[src/rtl/ctr_run_ctrl.sv]
// Run controller for the counter model: accepts a run command, pulses the counter
// reset, counts RUN cycles until done or timeout, then returns the result.
module ctr_run_ctrl #(
    parameter int unsigned MAX_WIDTH  = 32,
    parameter int unsigned TO_WIDTH   = 32,
    parameter int unsigned RST_CYCLES = 2
) (
    input  logic                 clk,
    input  logic                 reset_l,
    input  logic                 cmd_valid,
    output logic                 cmd_ready,
    input  logic [MAX_WIDTH-1:0] cmd_max,
    input  logic [TO_WIDTH-1:0]  cmd_timeout,
    output logic                 dut_reset_l,
    output logic [MAX_WIDTH-1:0] dut_max,
    input  logic                 dut_done,
    output logic                 rsp_valid,
    input  logic                 rsp_ready,
    output logic [MAX_WIDTH-1:0] rsp_cycles,
    output logic                 rsp_timeout
);

    localparam logic [1:0] S_IDLE = 2'd0;
    localparam logic [1:0] S_RST  = 2'd1;
    localparam logic [1:0] S_RUN  = 2'd2;
    localparam logic [1:0] S_RESP = 2'd3;

    localparam int unsigned RC_W  = $clog2(RST_CYCLES + 1);
    localparam int unsigned CMP_W = (MAX_WIDTH > TO_WIDTH) ? MAX_WIDTH : TO_WIDTH;

    localparam logic [RC_W-1:0]      RC_LAST = RC_W'(RST_CYCLES - 1);
    localparam logic [RC_W-1:0]      RC_ONE  = RC_W'(1);
    localparam logic [RC_W-1:0]      RC_ZERO = RC_W'(0);
    localparam logic [MAX_WIDTH-1:0] K_ONE   = MAX_WIDTH'(1);
    localparam logic [MAX_WIDTH-1:0] K_ZERO  = MAX_WIDTH'(0);
    localparam logic [TO_WIDTH-1:0]  TO_ZERO = TO_WIDTH'(0);

    logic [1:0]           r_state;
    logic                 r_cmd_ready;
    logic                 r_dut_reset_l;
    logic [MAX_WIDTH-1:0] r_dut_max;
    logic [TO_WIDTH-1:0]  r_timeout;
    logic [MAX_WIDTH-1:0] r_k;
    logic [RC_W-1:0]      r_rst_cnt;
    logic                 r_rsp_valid;
    logic [MAX_WIDTH-1:0] r_rsp_cycles;
    logic                 r_rsp_timeout;

    logic                 w_accept;
    logic                 w_to_hit;
    logic                 w_k_sat;

    assign w_accept = cmd_valid && r_cmd_ready;
    assign w_k_sat  = &r_k;
    // Compare in a common width so mismatched MAX/TO widths still line up.
    assign w_to_hit = (r_timeout != TO_ZERO) && (CMP_W'(r_k) == CMP_W'(r_timeout));

    // Run sequencer: state and every output register advance together.
    always_ff @(posedge clk) begin
        if (!reset_l) begin
            r_state       <= S_IDLE;
            r_cmd_ready   <= 1'b0;
            r_dut_reset_l <= 1'b0;
            r_dut_max     <= K_ZERO;
            r_timeout     <= TO_ZERO;
            r_k           <= K_ZERO;
            r_rst_cnt     <= RC_ZERO;
            r_rsp_valid   <= 1'b0;
            r_rsp_cycles  <= K_ZERO;
            r_rsp_timeout <= 1'b0;
        end else begin
            case (r_state)
                S_IDLE: begin
                    r_dut_reset_l <= 1'b0;
                    if (w_accept) begin
                        r_state     <= S_RST;
                        r_cmd_ready <= 1'b0;
                        r_dut_max   <= cmd_max;
                        r_timeout   <= cmd_timeout;
                        r_k         <= K_ZERO;
                        r_rst_cnt   <= RC_ZERO;
                    end else begin
                        r_cmd_ready <= 1'b1;
                    end
                end
                S_RST: begin
                    if (r_rst_cnt == RC_LAST) begin
                        r_state       <= S_RUN;
                        r_dut_reset_l <= 1'b1;
                    end else begin
                        r_rst_cnt <= r_rst_cnt + RC_ONE;
                    end
                end
                S_RUN: begin
                    // done wins over timeout when both land on the same cycle
                    if (dut_done) begin
                        r_state       <= S_RESP;
                        r_dut_reset_l <= 1'b0;
                        r_rsp_valid   <= 1'b1;
                        r_rsp_cycles  <= r_k;
                        r_rsp_timeout <= 1'b0;
                    end else if (w_to_hit) begin
                        r_state       <= S_RESP;
                        r_dut_reset_l <= 1'b0;
                        r_rsp_valid   <= 1'b1;
                        r_rsp_cycles  <= r_k;
                        r_rsp_timeout <= 1'b1;
                    end else if (!w_k_sat) begin
                        r_k <= r_k + K_ONE;
                    end else begin
                        r_k <= r_k;
                    end
                end
                S_RESP: begin
                    if (rsp_ready) begin
                        r_state     <= S_IDLE;
                        r_rsp_valid <= 1'b0;
                        r_cmd_ready <= 1'b1;
                    end else begin
                        r_rsp_valid <= 1'b1;
                    end
                end
                default: begin
                    r_state       <= S_IDLE;
                    r_cmd_ready   <= 1'b0;
                    r_dut_reset_l <= 1'b0;
                    r_rsp_valid   <= 1'b0;
                end
            endcase
        end
    end

    assign cmd_ready   = r_cmd_ready;
    assign dut_reset_l = r_dut_reset_l;
    assign dut_max     = r_dut_max;
    assign rsp_valid   = r_rsp_valid;
    assign rsp_cycles  = r_rsp_cycles;
    assign rsp_timeout = r_rsp_timeout;

endmodule

[config.mk]
export PLATFORM = sky130hd
export DESIGN_NAME = ctr_run_ctrl
export DESIGN_NICKNAME = d
export VERILOG_FILES = /design/src/rtl/ctr_run_ctrl.sv
export SDC_FILE = /design/constraint.sdc
export NUM_CORES = 1
export LEC_CHECK = 0
export ABC_AREA = 1
export CAP_MARGIN = 30
export CORE_MARGIN = 8
export CORE_UTILIZATION = 37
export DETAILED_ROUTE_END_ITERATION = 10
export HOLD_SLACK_MARGIN = 0.12
export RECOVER_POWER = 25
export REMOVE_ABC_BUFFERS = 1
export SYNTH_ARGS = -nofsm -noshare
export SYNTH_HDL_FRONTEND = slang
export SYNTH_SLANG_ARGS = --single-unit
[constraint.sdc]
create_clock -name clk -period 1.8 [get_ports clk]
set_input_delay 0.18 -clock clk [delete_from_list [all_inputs] [get_ports clk]]
set_output_delay 0.18 -clock clk [all_outputs]
set_load 0.01 [all_outputs]
### Word level (Yosys, flattened, before mapping)

Cells that the tools add are included.

* bits in registers: 136
* bits in latches: 0
* bits in writable memories: 0
* memory bits (read-only): 0
* bits of input ports: 69
* output and inout port bits: 68
* word-level logic and storage cells: 72
* memories: 0

* add/subtract/negate cells: 2
* $mul: 0
* divide/modulo/power cells: 0
* $lt $le $gt $ge: 0
* eq/ne operators: 13
* shifts and indexed selects: 0
* muxes and demuxes: 28
* bitwise logic cells: 0
* reduce and logical (&&, ||, !) cells: 19

Operator list (number)
* 32-bit two-way mux: 6
* 32-bit case mux with 2 select lines: 1
* 32-bit by 1-bit adder with 32-bit output (second input constant): 1
* 32-bit == test: 1
* 32-bit AND reduction: 1
* 32-bit nonzero test: 1
* 2-bit two-way mux: 7
* 2-bit != test (second input constant): 7
* 2-bit nonzero test: 5
* 1-bit two-way mux: 9
* 2-bit case mux with 4 select lines: 1
* 2-bit AND reduction: 4
* 3-bit AND reduction: 2
* 5-bit AND reduction: 1
* 2-bit by 1-bit == test with 1-bit output (second input constant): 2
* 2-bit == test (second input constant): 2
* 1-bit case mux with 2 select lines: 2
* 2-bit case mux with 2 select lines: 1
* 4-bit AND reduction: 1
* 3-bit != test (second input constant): 1
* 1-bit case mux with 3 select lines: 1
* 3-bit nonzero test: 1
* 2-bit by 1-bit adder with 2-bit output (second input constant): 1
* 1-bit logical AND: 2
* 2-bit logical NOT: 1

### Logic depth before layout (Yosys ltp)

Gate-level depths: netlist of run 1.

* depth after elaboration: 5
* mapped depth: 16
* mapped depth without buffers: 13

### Worst setup path before layout of run 1

No wires, ideal clock.

* path type: reg-to-reg
* start: register r_k[0]
* end: register r_k[12]
* library setup time: 113 ps
* data arrival time: 1860 ps
* slack: -173 ps
* cell stages (with the launch flop): 15
* buffers on the path: 2
* cells stage by stage: dfxtp_1 ha_1 nand3_1 inv_2 nand2_2 nor2_2 nand3_1 o21ai_1 nor2_4 nand3_2 buf_6 buf_6 nand2_1 nand2_1 nor2_1

* longest elaborated chain between the ends: 5
* elaborated cells between the ends (all ways): 11

Ends and longest elaborated chain
* from (decl): line 43 `logic [MAX_WIDTH-1:0] r_k;`
* from (signal assigned): line 109 `r_k <= r_k + K_ONE;`
* from (signal assigned): line 111 `r_k <= r_k;`
* 32-bit by 1-bit adder with 32-bit output: line 109
* 32-bit two-way mux: line 108 `end else if (!w_k_sat) begin`
* 32-bit two-way mux: line 102 `end else if (w_to_hit) begin`
* 32-bit two-way mux: line 96 `if (dut_done) begin`
* 32-bit case mux with 2 select lines: line 72 `case (r_state)`

Parallel ways exist; a longest one is shown, timed or not. The select of a mux whose other input is x is not followed.
A chain may end at the register's enable or synchronous reset.

### Final worst setup path of run 1

* start: register r_k[29]
* end: register r_rsp_cycles[26] (netlist: rsp_cycles[26])

* longest elaborated chain between the ends: 4

Ends and longest elaborated chain
* 32-bit == test: line 56 `assign w_to_hit = (r_timeout != TO_ZERO) && (CMP_W'(r_k) == CMP_W'(r_timeout));`
* 1-bit logical AND: line 56
* 2-bit nonzero test (no source line)
* 2-bit AND reduction (no source line)
* to (signal assigned): line 100 `r_rsp_cycles <= r_k;`
* to (signal assigned): line 106 `r_rsp_cycles <= r_k;`
* to (decl): line 46 `logic [MAX_WIDTH-1:0] r_rsp_cycles;`

No other way between the ends.

==> results by group, run 1 <==
Synth
  • Total of flip-flops plus latches after synthesis: 136
  • Netlist area before placement: between 0.006 and 0.007 mm^2
  • FFs w/ async S/R, synth: 0%
  • Instance count of the mapped netlist: around 1100
  • Mapped Avg Cell Area: 6.37 um^2
  • Synth unique cells: 33
  • EDFF count, synth: 0
  • Synth warn: 0
  • Top FF cell, synth: dfxtp_1
  • Part of the Yosys area used for sequential elements: 39.4%

Worst setup path
  • Peak per-stage delay on the critical path: 0.37 ns
  • Start-to-end type of the worst setup path: reg -> reg
  • WP data arrival: 2.18 ns
  • Nature of the critical path startpoint: flop
  • Cell breakdown of the critical path: inv_2, nand2_2, nand2_1, nor2_2, nand2_2, nor2_1, nand2_1, nor2_2, nand3_4, nand2_8, inv_8, clkbuf_16, nor2_2, nor2_1
  • Start of the worst register-to-register path: r_k[29]$_SDFFE_PN0P_
  • R2r worst-path depth: 14
  • Register-to-register setup slack: -0.07 ns
  • End of the worst register-to-register path: rsp_cycles[26]$_SDFFE_PN0P_
  • Worst-path maximum fanout: 8
  • Type of element capturing the critical path: flop
  • Buffer and inverter count on the worst path: 3
  • Data required time at the worst endpoint: roughly 2.1 ns
  • Library cell contributing the largest single delay on the critical path: dfxtp_4
  • Worst setup startpoint: r_k[29]$_SDFFE_PN0P_
  • Critical path's top delay family: simple AND/OR/NAND/NOR gates
  • Critical path's most frequent cell: nor2_2

Timing
  • Post-Route Hold Slack: 0.372 ns
  • Rel. slew slack: 74.9%
  • Max-slew violation count: 0
  • Unrepaired setup endpoints after global routing: true
  • Fraction of the cycle the final worst path needs: 104%
  • Final-report setup violation count: 55
  • Minimum period implied by the final worst setup slack: 1.87 ns
  • Transition time of the tightest slew-check pin: 0.376 ns
  • Top achievable clock speed: 535 MHz
  • Number of hold-slack violations in the final timing report: 0
  • Final WS setup: -0.0709 ns
  • Final clock skew: 0.0101 ns

GRT
  • Vias in the first global route: 7489
  • Number of antenna violations at the first check in global routing: 0
  • Overall Global Routing Usage: between 20% and 30%
  • Global-route wire length before repair: 39100 um
  • Grt total ovfl: 0
  • Largest net degree at the start of global routing: 94

Power and ir drop
  • Worst ir drop on vdd: between 0.7 and 0.8 mV
  • Leakage dissipation: 4.87 nW
  • Net switching power of the design: around 5.4 mW
  • Internal portion of total power: 9.08 mW
  • Power share of the sequential group: between 20% and 30%
  • Proportion of power drawn by the clock network: 25.3%
  • Switching part of the total: a little under two fifths
  • Comb pwr share: ~45%
  • Power density over cell area: 1290 mW/mm^2
  • Pwr Total: 14.5 mW

Layout
  • Storage element area: 0.00285 mm^2
  • Share of cells above drive strength 1: ~32%
  • Combined area of the multi-input logic cells: 0.00391 mm^2
  • Most common cell after layout, fill and taps aside: nand2_1
  • Core Util, Final: 60.4%
  • Fill cell count: around 1800
  • N_diodes: 0
  • Relative area change from synthesis to final layout: 62.0%
  • Commonest cells after routing, fill and taps aside: nand2_1 (216), buf_4 (161), nor2_1 (136)
  • Post-route design area: about 0.011 mm^2
  • Nets@finish: 1451

Min path
  • Hold Crit Class: in -> reg
  • Worst-case hold path end point: r_timeout[0]$_SDFFE_PN0P_
  • Min-delay src: cmd_timeout[0]
  • Worst hold path stage count: 3

Run
  • Maxcap violations: 0

Die
  • Starting density of the core: 37.3%
  • Number of rows created at floorplan: 50
  • Die area: 0.0233 mm^2
  • Core Box Area: 0.0185 mm^2
  • Die Width: approximately 150 um
  • Die Span Y: about 150 um
  • # IOs: 137

Place
  • Buffers added on ports: 136
  • Sum of net half-perimeters after detailed placement: 18400 um
  • Area post-placement: 0.00973 mm^2
  • GP Congestion: between 0.9 and 1

Routing
  • Iteration count of the initial detailed-routing pass: 5
  • Detailed-route wire length: 25000 um
  • Wire per inst: 15.4 um
  • Average vias per placed instance: ~4.8
  • DRC: 0
  • Vias after detailed routing: 7780
  • Drt initial violations: about 410
  • Antenna-violating nets left: 0

Clock network
  • Clk pin slew, worst setup/hold paths: about 0.060 ns
  • Clock latency on the worst-skew pair: 0.43 ns
  • Number of buffers created by CTS: 17
  • Sinks on Clock Net: 136
  • Clk buf depth: 2
  • Clock tree from TritonCTS: done
  • Number of levels the H-tree was split into: 4
  • Clk Tree Root Cell: clkbuf_16

Status
  • Violated checks: negative setup slack
  • Status: finished, violations left
## kinds of logic after synthesis
family	share of synthesized area [%]
AO/OA/AOI/OAI	15.6
XOR/XNOR	1.01
flip-flops	39.4
buffers and inverters	10.7
adder cells (fa/ha/maj)	1.09
AND/OR/NAND/NOR	32.1
## worst max-delay path by stage
stage	end	cells past startpoint
3_5_place_dp	r_k[0]$_SDFFE_PN0P_	13
6_report	rsp_cycles[26]$_SDFFE_PN0P_	14
3_3_place_gp	r_k[0]$_SDFFE_PN0P_	13
2_1_floorplan	dut_max[0]$_SDFFE_PN0P_	5
5_1_grt	rsp_cycles[26]$_SDFFE_PN0P_	14
4_1_cts	rsp_cycles[26]$_SDFFE_PN0P_	14
## metrics by stage
| stage | TNS, ns | cells | setup WS [ns] |
|---|---|---|---|
| floorplan | -149.73 | 1031 | -1.57 |
| global placement | -10.65 | 1579 | -0.258 |
| detailed placement | -11.63 | 1579 | -0.285 |
| CTS | -0.811 | 1617 | -0.0393 |
| global route | -10.63 | 1623 | -0.209 |
| finish | -1.90 | 1623 | -0.0709 |
## power groups by stage
stage / logic (mW) / clock network [mW] / registers, mW
final: 6.56 / 3.65 / 4.25
after global routing: 7.22 / 3.87 / 4.34
after CTS: 6.10 / 3.74 / 4.18
after detailed placement: 5.73 / 0 / 4.19
after global placement: 5.70 / 0 / 4.18
after floorplan: 2.56 / 0 / 4.30
## layer usage
layer	track usage [%]	share of wire [%]	wire [um]	vias up
li1	-	-	-	4026
met1	25.4	44	11100	3489
met2	34.1	46	11600	231
met3	6.98	6.9	1720	34
met4	7.12	2.5	616	0
met5	0	0	0	-
## worst register-to-register path: cells and delay by family, from the launching register on
kind / cells / cell delay, ns
buf+inv: 3 / 0.28
simple gates: 11 / 1.10
flops: 1 / 0.37
## what timing repair did
action | 4_1_cts | 5_1_grt
buffers inserted | 5 | 4
setup endpoints to repair | 69 | 69
pin swaps | 17 | 38
gates resized for setup | 99 | 187
hold buffers | 1 | 0
hold endpoints to repair | 8 | 0
cloned | 0 | 2
## synthesized netlist by cell type, types with 2 or more instances
master | n | share of area (%)
nor2_1 | 191 | 10
nand2_1 | 262 | 14
ha_1 | 6 | 1.1
a21oi_1 | 85 | 6.2
nor3_1 | 7 | 0.51
inv_1 | 123 | 6.7
buf_2 | 8 | 0.58
buf_6 | 3 | 0.49
clkbuf_2 | 3 | 0.22
a21oi_2 | 8 | 1.0
dfxtp_1 | 136 | 39
o22ai_1 | 2 | 0.18
nand3_1 | 35 | 2.5
nand4_1 | 35 | 3.2
inv_2 | 10 | 0.54
clkbuf_1 | 37 | 2.0
nor2_2 | 3 | 0.27
xor2_1 | 6 | 0.76
xnor2_1 | 2 | 0.25
o21ai_0 | 106 | 7.7
nand2_2 | 3 | 0.27
o211a_1 | 2 | 0.29
## state kept, by name, summed over array words and instances, names as in the netlist
register     count
r_k             32
rsp_valid        1
r_state          2
dut_reset_l      1
r_timeout       32
r_rst_cnt        2
cmd_ready        1
dut_max         32
rsp_timeout      1
rsp_cycles      32
## area by class of cell
class	count	area share, %
Tap cell	234	2.62
Clock buffer	19	3.96
Timing Repair Buffer	326	26.9
Sequential cell	136	25.5
Clock inverter	13	1.52
Inverter	134	4.56
Multi-Input combinational cell	761	34.9
No activity file was read; power rests on OpenSTA's default activity.
==> inputs of run 2 (changes only) <==
--- a/config.mk
+++ b/config.mk
@@ -8,9 +8,10 @@
 export ABC_AREA = 1
 export CAP_MARGIN = 30
 export CORE_MARGIN = 8
-export CORE_UTILIZATION = 37
+export CORE_UTILIZATION = 40
 export DETAILED_ROUTE_END_ITERATION = 10
 export HOLD_SLACK_MARGIN = 0.12
+export PLACE_DENSITY = 0.67
 export RECOVER_POWER = 25
 export REMOVE_ABC_BUFFERS = 1
 export SYNTH_ARGS = -nofsm -noshare
==> run 2 against run 1 <==
Net effect:
- the run still ends with negative setup slack left
- total power rose by 4.2%
- register-to-register slack worse by 0.06 ns
- die area decreased by 6.7%
- via count rose by 2.6%
- combinational power up 8.8%
- final cell count down 0.37%
- clock skew decreased by 0.0012 ns
- design area increased by 0.74%
- hold slack improved by 0.0028 ns
==> results by group, run 2 (synthesis results as in run 1) <==
Status
  • Status: finished, violations left (unchanged)
  • Violated checks: negative setup slack (unchanged)

Worst setup path
  • Worst-path maximum fanout: 7 (was 8)
  • Nature of the critical path startpoint: flop (unchanged)
  • Start-to-end type of the worst setup path: reg -> reg (unchanged)
  • Type of element capturing the critical path: flop (unchanged)
  • Data required time at the worst endpoint: 2.12 ns (was 2.11 ns)
  • WP data arrival: 2.25 ns (was 2.18 ns)

Place
  • GP Congestion: 0.969 (was 0.961)
  • Buffers added on ports: 136 (unchanged)
  • Sum of net half-perimeters after detailed placement: 17700 um (was 18400 um)
  • Placed Instances: 1568 (was 1579)
  • Worst slack at placement: -0.239 ns (was -0.285 ns)

Layout
  • Core Util, Final: 65.8% (was 60.4%)
  • Share of cells above drive strength 1: 30.7% (was 32.5%)
  • Commonest cells after routing, fill and taps aside: nand2_1 (223), buf_4 (171), nor2_1 (142) (was nand2_1 (216), buf_4 (161), nor2_1 (136))
  • Nets@finish: 1456 (was 1451)
  • Fill cell count: 1520 (was 1787)
  • Combined area of the multi-input logic cells: 0.00392 mm^2 (was 0.00391 mm^2)
  • Final instance count without filler cells: 1617 (was 1623)
  • N_diodes: 0 (unchanged)
  • Storage element area: 0.00281 mm^2 (was 0.00285 mm^2)
  • Relative area change from synthesis to final layout: 63.2% (was 62.0%)
  • Most common cell after layout, fill and taps aside: nand2_1 (unchanged)

Die
  • Starting density of the core: 40.3% (was 37.3%)
  • Die Width: 147 um (was 153 um)
  • Die area: 0.0217 mm^2 (was 0.0233 mm^2)
  • Core Box Area: 0.0171 mm^2 (was 0.0185 mm^2)
  • Die Span Y: 147 um (was 153 um)
  • Number of rows created at floorplan: 48 (was 50)
  • # IOs: 137 (unchanged)

GRT
  • Overall Global Routing Usage: 22.3% (was 20.9%)
  • Largest net degree at the start of global routing: 87 (was 94)
  • Global-route wire length before repair: 38800 um (was 39100 um)
  • Grt total ovfl: 0 (unchanged)
  • Number of antenna violations at the first check in global routing: 1 (was 0)
  • Vias in the first global route: 7533 (was 7489)

Clock network
  • Clock tree from TritonCTS: done (unchanged)
  • Clk pin slew, worst setup/hold paths: 0.06 ns (about the same)
  • Clk Tree Root Cell: clkbuf_16 (unchanged)
  • Number of levels the H-tree was split into: 4 (unchanged)
  • Sinks on Clock Net: 136 (unchanged)
  • Number of buffers created by CTS: 17 (unchanged)
  • Clock latency on the worst-skew pair: 0.43 ns (about the same)
  • Clk buf depth: 2 (unchanged)

Timing
  • Fraction of the cycle the final worst path needs: 107% (was 104%)
  • Final-report setup violation count: 66 (was 55)
  • Unrepaired setup endpoints after global routing: true (unchanged)
  • Transition time of the tightest slew-check pin: 0.595 ns (was 0.376 ns)
  • Final clock skew: 0.00893 ns (was 0.0101 ns)
  • Post-Route Hold Slack: 0.375 ns (was 0.372 ns)
  • Final WS setup: -0.134 ns (was -0.0709 ns)
  • Number of hold-slack violations in the final timing report: 0 (unchanged)
  • Top achievable clock speed: 517 MHz (was 535 MHz)
  • Minimum period implied by the final worst setup slack: 1.93 ns (was 1.87 ns)
  • Rel. slew slack: 60.3% (was 74.9%)
  • Max-slew violation count: 0 (unchanged)

Min path
  • Hold Crit Class: in -> reg (unchanged)

Power and ir drop
  • Power density over cell area: 1340 mW/mm^2 (was 1290 mW/mm^2)
  • Leakage dissipation: 4.95 nW (was 4.87 nW)
  • Worst ir drop on vdd: 0.793 mV (was 0.741 mV)
  • Pwr Total: 15.1 mW (was 14.5 mW)

Routing
  • Average vias per placed instance: 4.94 (was 4.79)
  • DRC: 0 (unchanged)
  • Drt initial violations: 594 (was 414)
  • Detailed-route wire length: 26000 um (was 25000 um)
  • Antenna-violating nets left: 0 (unchanged)
  • Iteration count of the initial detailed-routing pass: 5 (unchanged)
  • Vias after detailed routing: 7984 (was 7780)
  • Wire per inst: 16.1 um (was 15.4 um)

Run
  • Maxcap violations: 0 (unchanged)
run 2: layout make-up:
type,instances,area share [%]
multi-input combinational,761,34.8
timing repair buffer,331,27.8
sequential,136,24.9
inverter,134,4.55
clock buffer,18,3.90
tap,225,2.50
clock inverter,12,1.58
run 2: repair_timing:
action | CTS | global route
hold endpoints to repair | 4 | 0
buffers inserted | 1 | 7
gates resized for setup | 60 | 181
hold buffers | 1 | 0
pin swaps | 10 | 47
gates cloned | 2 | 8
endpoints found under the setup margin | 69 | 70
run 2: worst max-delay path: stages, from the launching register on:
cell       delay [ns]
dfxtp_4          0.39
inv_4            0.05
nand2_4          0.07
nand2_4          0.05
nor2_4           0.11
nand2_1          0.07
nor2_2           0.15
nand2_1          0.08
nor2_2           0.15
nand3_4          0.14
nand2_8          0.18
inv_8            0.08
clkbuf_16        0.17
nor2_1           0.08
nor2_1           0.05
run 2: worst paths after layout:
path / start / endpoint / slack (ns) / cells past startpoint
worst max-delay path: r_k[23]$_SDFFE_PN0P_ / rsp_cycles[1]$_SDFFE_PN0P_ / -0.13 / 14
worst min-delay path: cmd_max[26] / dut_max[26]$_SDFFE_PN0P_ / 0.38 / 3
worst max register to register: r_k[23]$_SDFFE_PN0P_ / rsp_cycles[1]$_SDFFE_PN0P_ / -0.13 / 14
worst min register to register: dut_max[20]$_SDFFE_PN0P_ / dut_max[20]$_SDFFE_PN0P_ / 0.44 / 2
run 2: metal layers:
| metal | track usage (%) | part of all wire (%) | vias to the layer above |
|---|---|---|---|
| met1 | 27.7 | 43 | 3600 |
| met3 | 7.37 | 8.4 | 55 |
| met2 | 35.4 | 46 | 284 |
| met4 | 8.01 | 3.2 | 2 |
| met5 | 0 | 0.042 | - |
| li1 | - | - | 4043 |
run 2: power by group:
group,leakage (nW),switching [mW],total (mW),internal [mW]
sequential,1.13,0.496,4.23,3.73
combinational,3.52,3.77,7.14,3.36
clock,0.290,1.36,3.70,2.34
run 2: stage by stage:
| stage | area (um^2) | setup TNS, ns |
|---|---|---|
| finish | 11300 | -6.52 |
| CTS | 10500 | -4.08 |
| global placement | 9720 | -9.54 |
| floorplan | 6670 | -149.73 |
| detailed placement | 9720 | -10.95 |
| global route | 11300 | -11.44 |
==> inputs of run 3 (changes only) <==
--- a/config.mk
+++ b/config.mk
@@ -14,6 +14,7 @@
 export PLACE_DENSITY = 0.67
 export RECOVER_POWER = 25
 export REMOVE_ABC_BUFFERS = 1
+export SKIP_CTS_REPAIR_TIMING = 1
 export SYNTH_ARGS = -nofsm -noshare
 export SYNTH_HDL_FRONTEND = slang
 export SYNTH_SLANG_ARGS = --single-unit
==> run 3 against run 2 <==
Net effect:
- the flow still finishes with violations (negative setup slack)
- critical path depth shrank 1
- flip-flop and latch count is the same
- register-to-register slack worse by 0.02 ns
- via count up 0.33%
- final cell count fell by 0.25%
- sequential power is essentially flat
- clock power about the same
- first-iteration DRC count is 1.7% lower
- global-route usage down 0.68 points
- largest power group unchanged
- non-clock buffer count fell by 4
- largest cell class unchanged
==> results by group, run 3 (synthesis results as in run 1) <==
Status
  • Status: finished, violations left (unchanged)
  • Violated checks: negative setup slack (unchanged)

Timing
  • Max-slew violation count: 0 (unchanged)
  • Minimum period implied by the final worst setup slack: 1.95 ns (was 1.93 ns)
  • Top achievable clock speed: 512 MHz (was 517 MHz)
  • Final WS setup: -0.153 ns (was -0.134 ns)
  • Total negative slack for setup checks: -7.13 ns (was -6.52 ns)
  • Number of hold-slack violations in the final timing report: 0 (unchanged)
  • Fraction of the cycle the final worst path needs: 108% (was 107%)
  • Final clock skew: 0.00799 ns (was 0.00893 ns)
  • Unrepaired setup endpoints after global routing: true (unchanged)
  • Rel. slew slack: 58.2% (was 60.3%)
  • Transition time of the tightest slew-check pin: 0.626 ns (was 0.595 ns)
  • Post-Route Hold Slack: 0.372 ns (was 0.375 ns)
  • Final-report setup violation count: 66 (unchanged)

Routing
  • Total length of routed met2 wires: 11800 um (was 11900 um)
  • Detailed route wirelength on metal3: 2200 um (was 2180 um)
  • Vias after detailed routing: 8010 (was 7984)
  • Average vias per placed instance: 4.97 (was 4.94)
  • Met1 routed wirelength after detailed routing: 11100 um (was 11200 um)
  • Max Used Layer: met4 (was met5)
  • Wire per inst: 16.0 um (was 16.1 um)
  • Antenna-violating nets left: 0 (unchanged)
  • DRC: 0 (unchanged)
  • Iteration count of the initial detailed-routing pass: 6 (was 5)
  • Detailed-route wire length: 25800 um (was 26000 um)
  • Drt initial violations: 584 (was 594)

Worst setup path
  • Data required time at the worst endpoint: 2.08 ns (was 2.12 ns)
  • Worst setup startpoint: r_k[23]$_SDFFE_PN0P_ (unchanged)
  • Start of the worst register-to-register path: r_k[23]$_SDFFE_PN0P_ (unchanged)
  • Start-to-end type of the worst setup path: reg -> reg (unchanged)
  • Register-to-register setup slack: -0.15 ns (was -0.13 ns)
  • End of the worst register-to-register path: r_k[15]$_SDFFE_PN0P_ (was rsp_cycles[1]$_SDFFE_PN0P_)
  • Nature of the critical path startpoint: flop (unchanged)
  • Worst-path maximum fanout: 6 (was 7)
  • Worst setup endpoint: r_k[15]$_SDFFE_PN0P_ (was rsp_cycles[1]$_SDFFE_PN0P_)
  • Type of element capturing the critical path: flop (unchanged)
  • R2r worst-path depth: 13 (was 14)
  • WP data arrival: 2.24 ns (was 2.25 ns)

Power and ir drop
  • Worst ir drop on vdd: 0.776 mV (was 0.793 mV)
  • Leakage dissipation: 4.89 nW (was 4.95 nW)
  • Pwr Total: 14.8 mW (was 15.1 mW)
  • Net switching power of the design: 5.52 mW (was 5.64 mW)
  • Comb pwr share: 46.5% (was 47.4%)
  • Power share of the sequential group: 28.4% (was 28.1%)
  • Proportion of power drawn by the clock network: 25.1% (was 24.6%)
  • Internal portion of total power: 9.27 mW (was 9.43 mW)
  • Switching part of the total: 37.3% (was 37.4%)
  • Power density over cell area: 1330 mW/mm^2 (was 1340 mW/mm^2)

Layout
  • Nets@finish: 1452 (was 1456)
  • Share of cells above drive strength 1: 28.2% (was 30.7%)
  • Relative area change from synthesis to final layout: 61.3% (was 63.2%)
  • Post-route design area: 0.0111 mm^2 (was 0.0113 mm^2)
  • Commonest cells after routing, fill and taps aside: nand2_1 (232), buf_4 (165), nor2_1 (140) (was nand2_1 (223), buf_4 (171), nor2_1 (142))
  • Core Util, Final: 65.1% (was 65.8%)
  • Most common cell after layout, fill and taps aside: nand2_1 (unchanged)
  • Final instance count without filler cells: 1613 (was 1617)
  • N_diodes: 0 (unchanged)

GRT
  • Number of antenna violations at the first check in global routing: 0 (was 1)
  • Grt total ovfl: 0 (unchanged)
  • Overall Global Routing Usage: 21.6% (was 22.3%)
  • Vias in the first global route: 7409 (was 7533)
  • Global-route wire length before repair: 37700 um (was 38800 um)
  • Largest net degree at the start of global routing: 87 (unchanged)

Clock network
  • Clock latency on the worst-skew pair: 0.43 ns (about the same)
  • Clk buf depth: 2 (unchanged)
  • Number of levels the H-tree was split into: 4 (unchanged)
  • Clk Tree Root Cell: clkbuf_16 (unchanged)
  • Clock tree from TritonCTS: done (unchanged)
  • Sinks on Clock Net: 136 (unchanged)
  • Clk pin slew, worst setup/hold paths: 0.06 ns (about the same)
  • Number of buffers created by CTS: 17 (unchanged)

Place
  • Placed Instances: 1568 (unchanged)
  • Area post-placement: 0.00972 mm^2 (unchanged)
  • GP Congestion: 0.969 (unchanged)
  • Buffers added on ports: 136 (unchanged)
  • Worst slack at placement: -0.239 ns (unchanged)
  • Sum of net half-perimeters after detailed placement: 17700 um (unchanged)

Die
  • # IOs: 137 (unchanged)
  • Core Box Area: 0.0171 mm^2 (unchanged)
  • Number of rows created at floorplan: 48 (unchanged)
  • Die area: 0.0217 mm^2 (unchanged)
  • Die Span Y: 147 um (unchanged)
  • Die Width: 147 um (unchanged)
  • Starting density of the core: 40.3% (unchanged)

Min path
  • Hold Crit Class: in -> reg (unchanged)

Run
  • Maxcap violations: 0 (unchanged)
## run 3: cell count changes in the layout (fill, tap and decap cells not counted), sizes merged
cell / before / now
dlygate4sd3: 33 / 34
clkdlybuf4s50: 103 / 102
buf: 187 / 183
## run 3: final cells by class
| cell class | count | area [um^2] |
|---|---|---|
| Clock buffer | 18 | 439 |
| Clock inverter | 12 | 178 |
| Fill cell | 1520 | 5980 |
| Inverter | 134 | 510 |
| Multi-Input combinational cell | 761 | 3860 |
| Sequential cell | 136 | 2790 |
| Tap cell | 225 | 282 |
| Timing Repair Buffer | 327 | 3090 |
## run 3: routing by layer
metal	up-vias	GRT usage, %
met5	-	0
met4	0	8.11
met3	46	7.46
met2	300	34.4
met1	3635	26.5
li1	4029	-
## run 3: worst max-delay path, cell delays in order, from the launching register on
cell       delay, ns
dfxtp_4         0.37
inv_1           0.07
nand2_1         0.06
nand2_1         0.08
nor2_4          0.15
nand2_1         0.10
nor2_4          0.11
nand2_1         0.07
nor2_2          0.13
nand3_4         0.16
buf_12          0.18
clkbuf_16       0.15
nand4_1         0.11
a21oi_2         0.07
## run 3: worst min-delay path by stage
stage                                        start  slack, ns                         end  cells after the start
final                                  cmd_max[20]       0.37    dut_max[20]$_SDFFE_PN0P_                      3
after global routing                    cmd_max[6]       0.38     dut_max[6]$_SDFFE_PN0P_                      3
after CTS                                  reset_l       0.06  rsp_cycles[1]$_SDFFE_PN0P_                      3
after detailed placement  dut_max[26]$_SDFFE_PN0P_       0.44    dut_max[26]$_SDFFE_PN0P_                      2
after global placement    dut_max[30]$_SDFFE_PN0P_       0.43    dut_max[30]$_SDFFE_PN0P_                      2
after floorplan                            reset_l       0.30         r_k[8]$_SDFFE_PN0P_                      2
## run 3: power groups by stage
stage          sequential [mW]  clock (mW)  combinational [mW]
2_1_floorplan             4.30           0                2.56
3_3_place_gp              4.18           0                5.74
3_5_place_dp              4.19           0                5.78
4_1_cts                   4.14        3.74                5.83
5_1_grt                   4.29        3.86                7.45
6_report                  4.21        3.70                6.87
